## config.mk

```make
export PLATFORM = sky130hd
export DESIGN_NAME = ldm_writeback_seq
export DESIGN_NICKNAME = d
export VERILOG_FILES = /design/src/rtl/ldm_writeback_seq.sv
export SDC_FILE = /design/constraint.sdc
export NUM_CORES = 1
export LEC_CHECK = 0
export CAP_MARGIN = 20
export CORE_MARGIN = 4
export CORE_UTILIZATION = 30
export DETAILED_ROUTE_END_ITERATION = 8
export GPL_ROUTABILITY_DRIVEN = 1
export PLACE_DENSITY = 0.55
export SYNTH_ARGS = -nofsm -noshare
export SYNTH_HDL_FRONTEND = slang
export SYNTH_SLANG_ARGS = --single-unit
```

## constraint.sdc

```tcl
create_clock -name clk -period 5.2 [get_ports clk]
set_input_delay 0.78 -clock clk [delete_from_list [all_inputs] [get_ports clk]]
set_output_delay 0.78 -clock clk [all_outputs]
set_load 0.1 [all_outputs]
```

## src/rtl/ldm_writeback_seq.sv

```systemverilog
// Load-multiple writeback sequencer: drains a load-data stream into the register
// file in ascending register order, then optionally writes the updated base register.
`timescale 1ns/1ps
module ldm_writeback_seq (
    input  logic        clk,
    input  logic        rst,
    input  logic        start,
    input  logic [15:0] reglist,
    input  logic [3:0]  base_reg,
    input  logic        wb_en,
    input  logic [31:0] wb_data,
    input  logic        ld_valid,
    input  logic [31:0] ld_data,
    output logic        ld_ready,
    output logic        busy,
    output logic        done,
    output logic        write,
    output logic [3:0]  write_reg,
    output logic [31:0] write_data
);

    localparam logic [1:0] IDLE = 2'd0;
    localparam logic [1:0] XFER = 2'd1;
    localparam logic [1:0] BASE = 2'd2;
    localparam logic [1:0] FIN  = 2'd3;

    logic [1:0]  state_r;
    logic [15:0] mask_r;
    logic [3:0]  base_r;
    logic [31:0] wb_data_r;
    logic        wb_eff_r;

    logic        wb_eff_s;
    logic [3:0]  low_idx_s;
    logic [15:0] mask_clr_s;

    function automatic logic [3:0] lowest_set(input logic [15:0] m);
        logic [3:0] idx;
        idx = 4'd0;
        for (int i = 15; i >= 0; i--) begin
            if (m[i]) begin
                idx = 4'(i);
            end
        end
        return idx;
    endfunction

    // Next-request decode and lowest-pending-register selection.
    always_comb begin
        wb_eff_s   = wb_en && !reglist[base_reg];
        low_idx_s  = lowest_set(mask_r);
        mask_clr_s = mask_r & (mask_r - 16'd1);
    end

    assign ld_ready = (state_r == XFER);
    assign busy     = (state_r != IDLE);
    assign done     = (state_r == FIN);

    // Sequencer state, latched request and registered write port.
    always_ff @(posedge clk) begin
        if (rst) begin
            state_r    <= IDLE;
            mask_r     <= 16'd0;
            base_r     <= 4'd0;
            wb_data_r  <= 32'd0;
            wb_eff_r   <= 1'b0;
            write      <= 1'b0;
            write_reg  <= 4'd0;
            write_data <= 32'd0;
        end else begin
            case (state_r)
                IDLE: begin
                    write <= 1'b0;
                    if (start) begin
                        mask_r    <= reglist;
                        base_r    <= base_reg;
                        wb_data_r <= wb_data;
                        wb_eff_r  <= wb_eff_s;
                        if (reglist != 16'd0) begin
                            state_r <= XFER;
                        end else if (wb_eff_s) begin
                            state_r <= BASE;
                        end else begin
                            state_r <= FIN;
                        end
                    end else begin
                        state_r <= IDLE;
                    end
                end
                XFER: begin
                    if (ld_valid) begin
                        write      <= 1'b1;
                        write_reg  <= low_idx_s;
                        write_data <= ld_data;
                        mask_r     <= mask_clr_s;
                        // Last pending register consumed: leave the transfer phase.
                        if (mask_clr_s == 16'd0) begin
                            state_r <= wb_eff_r ? BASE : FIN;
                        end else begin
                            state_r <= XFER;
                        end
                    end else begin
                        write <= 1'b0;
                    end
                end
                BASE: begin
                    write      <= 1'b1;
                    write_reg  <= base_r;
                    write_data <= wb_data_r;
                    state_r    <= FIN;
                end
                FIN: begin
                    write   <= 1'b0;
                    state_r <= IDLE;
                end
                default: begin
                    write   <= 1'b0;
                    state_r <= IDLE;
                end
            endcase
        end
    end

endmodule

```

==> flow_metrics.tcl <==
set metrics [dict create \
    final_cell_mix "127 x clkdlybuf4s50_1, 120 x nand2_1, 92 x dfxtp_1" \
    stdcell_count 829 \
    ctsResizeCount 0 \
    drt_first_pass_iters 4 \
    yosysWarningCount 0 \
    slew_violations 0 \
    regToRegSetupSlack_ns 2.67 \
    clock_sinks 92 \
    hold_end "base_r[2]$_SDFFE_PP0P_" \
    crit_type "reg -> out" \
    leakagePower_nw 2.103 \
    final_nets 734 \
    powerDensity_nw_per_um2 471.7 \
    end_kind "primary output" \
    final_core_util 0.4223 \
    track_usage 0.1689 \
    ys.flop_type "dfxtp_1" \
    syn_avg_cell_area_sq_um 7.768 \
    cts-root-buf "clkbuf_16" \
    fmax_mhz 307.2 \
    grt_pass1_vias 4218 \
    worstSetupStartpointType "register" \
    p_total_mw 2.775 \
    peakVddDrop_uv 144.8 \
    gp_congestion 0.8661 \
    fp.dieW_um 127.5 \
    reg_top3 "wb_data_r (32), write_data (32), mask_r (16)" \
    drc_errors 0 \
    r2r-end "write_reg[3]$_SDFFE_PP0P_" \
    routed_wl_um 13780 \
    yosysTopAreaCellShare 0.4303 \
    r2r-start "state_r[1]$_SDFFE_PP0P_" \
    rsz0062_at_grt "no" \
    antenna_found_initial 0 \
    die_h_um 127.5 \
    worst_slew_pin_slew_ns 1.048 \
    clkLatencyLatePin_ns 0.34 \
    ios 129 \
    viasPerCell 5.193 \
    period_minus_slack_ns 3.255 \
    die_area_sq_um 16240 \
    drive_above_1_share 0.05547 \
    grt_first_pass_wirelength_um 22140 \
    synth_top_area_cell "dfxtp_1" \
    slew_headroom 0.2989 \
    cp_data_required_time_ns 4.42 \
    hold_viol 0 \
    tns_ns 0 \
    stdcell_area_sq_um 5884 \
    fillers 1428 \
    std_cell_rows 43 \
    cts_buffers 9 \
    critPathArrivalTime_ns 2.47 \
    wire_per_inst_um 16.62 \
    synth_edf_count 0 \
    cts_setup_buffers 0 \
    synthCells 551 \
    clockBufferDepth 2 \
    cts_hold_buffers 0 \
    hp-class "reg -> reg" \
    core_area_sq_um 13930 \
    outcome "completed" \
    min_period_over_period 0.6259 \
    grt_max_degree 76 \
    timing.clock.skew_ns 0.005690 \
    place_hpwl_um 9441 \
    antenna_cells 0 \
    synth_area_sq_um 4280 \
    portBuffers 128 \
    start_util 0.3072 \
    worstHoldPathCells 2 \
    cap_violations 0 \
    yosysSeqAreaShare 0.4303 \
    cts_max_level 3 \
    final_common_cell "clkdlybuf4s50_1" \
    place_area_sq_um 5568 \
    vias 4305 \
    drtIter0Drc 316 \
    clkTransAtPathRegs_ns 0.06 \
    syn_nets 640 \
    worst_r2r_path_depth 8 \
    min_from "base_r[2]$_SDFFE_PP0P_" \
    synthTopCellsByArea "dfxtp_1 43%, nand2_1 11%, a311oi_1 6.8%" \
    final-setup-viol-count 0 \
    cts_tree "built" \
    gr-total-overflow 0 \
    postSynth.asyncResetShare 0 \
    ys_seq_elements 92 \
    yosysUniqueCellTypes 44 \
    path_max_fanout 18 \
    area_delta_synth_final_pct 37.47 \
    dp_cells 814 \
    ant_nets 0 \
]
-- critical path: stages, from the launching register on --
cell and delay [ns]:
dfxtp_1 0.33, nand2b_1 0.46, inv_1 0.19, clkdlybuf4s50_1 1.15
-- kinds of logic after synthesis --
kind of cell / share of synthesized area
AND/OR/NAND/NOR: 0.2605
AO/OA/AOI/OAI: 0.2113
flip-flops: 0.4303
adder cells (fa/ha/maj): 0.002339
buffers and inverters: 0.06928
multiplexers: 0.02631
-- how the worst max path moves through the flow --
stage	start	depth (start not counted)	slack, ns	to
finish	state_r[1]$_SDFFE_PP0P_	3	1.95	ld_ready
global route	state_r[1]$_SDFFE_PP0P_	3	1.83	ld_ready
CTS	state_r[1]$_SDFFE_PP0P_	3	1.94	ld_ready
detailed placement	base_reg[0]	5	2.18	wb_eff_r$_SDFFE_PP0P_
global placement	base_reg[0]	5	2.21	wb_eff_r$_SDFFE_PP0P_
floorplan	base_reg[0]	5	2.71	wb_eff_r$_SDFFE_PP0P_
-- per-layer routing --
metal	routed length [um]	track usage	up-vias	share of wire
li1	-	-	2132	-
met1	5995	0.2172	2028	0.44
met2	6636	0.2772	120	0.48
met3	755	0.02885	25	0.055
met4	387	0.07571	0	0.028
met5	0	0	-	0
-- per-stage QoR --
stage               worst slack (ns)  hold WS [ns]
floorplan                      2.712        0.4332
global placement               2.210        0.4416
detailed placement             2.182        0.4432
CTS                            1.939        0.4519
global route                   1.835        0.4683
finish                         1.945        0.4538
-- area by class of cell --
cell class	instances	area, sq um	area share
multi-input cells	400	2146	0.3647
flip-flops and latches	92	1842	0.3130
repair buffers	135	1329	0.2258
clock buffers	11	242.7	0.04125
well taps	180	225.2	0.03827
clock inverters	4	73.82	0.01255
inverters	7	26.28	0.004465
-- Yosys cell counts (2+ instances only) --
library cell,instances
or3_1,3
and2_1,2
clkbuf_1,36
nor4_1,8
a21oi_1,57
nand2_1,120
nor2_1,69
mux4_2,5
clkbuf_4,2
nand2b_1,3
buf_6,6
nand3_1,33
a2111oi_0,2
dfxtp_1,92
or4_4,2
a311oi_1,33
o31ai_1,3
buf_2,2
nor3_2,3
o21ai_0,20
buf_1,3
o22ai_1,2
nor3_1,5
a22oi_1,10
a211oi_1,5
inv_1,7
-- where the power goes --
part	total (mW)	switching (mW)	internal, mW
logic	1.18	0.841	0.342
clock network	0.696	0.264	0.432
registers	0.897	0.0820	0.815
Power figures use the tool's default switching activity.
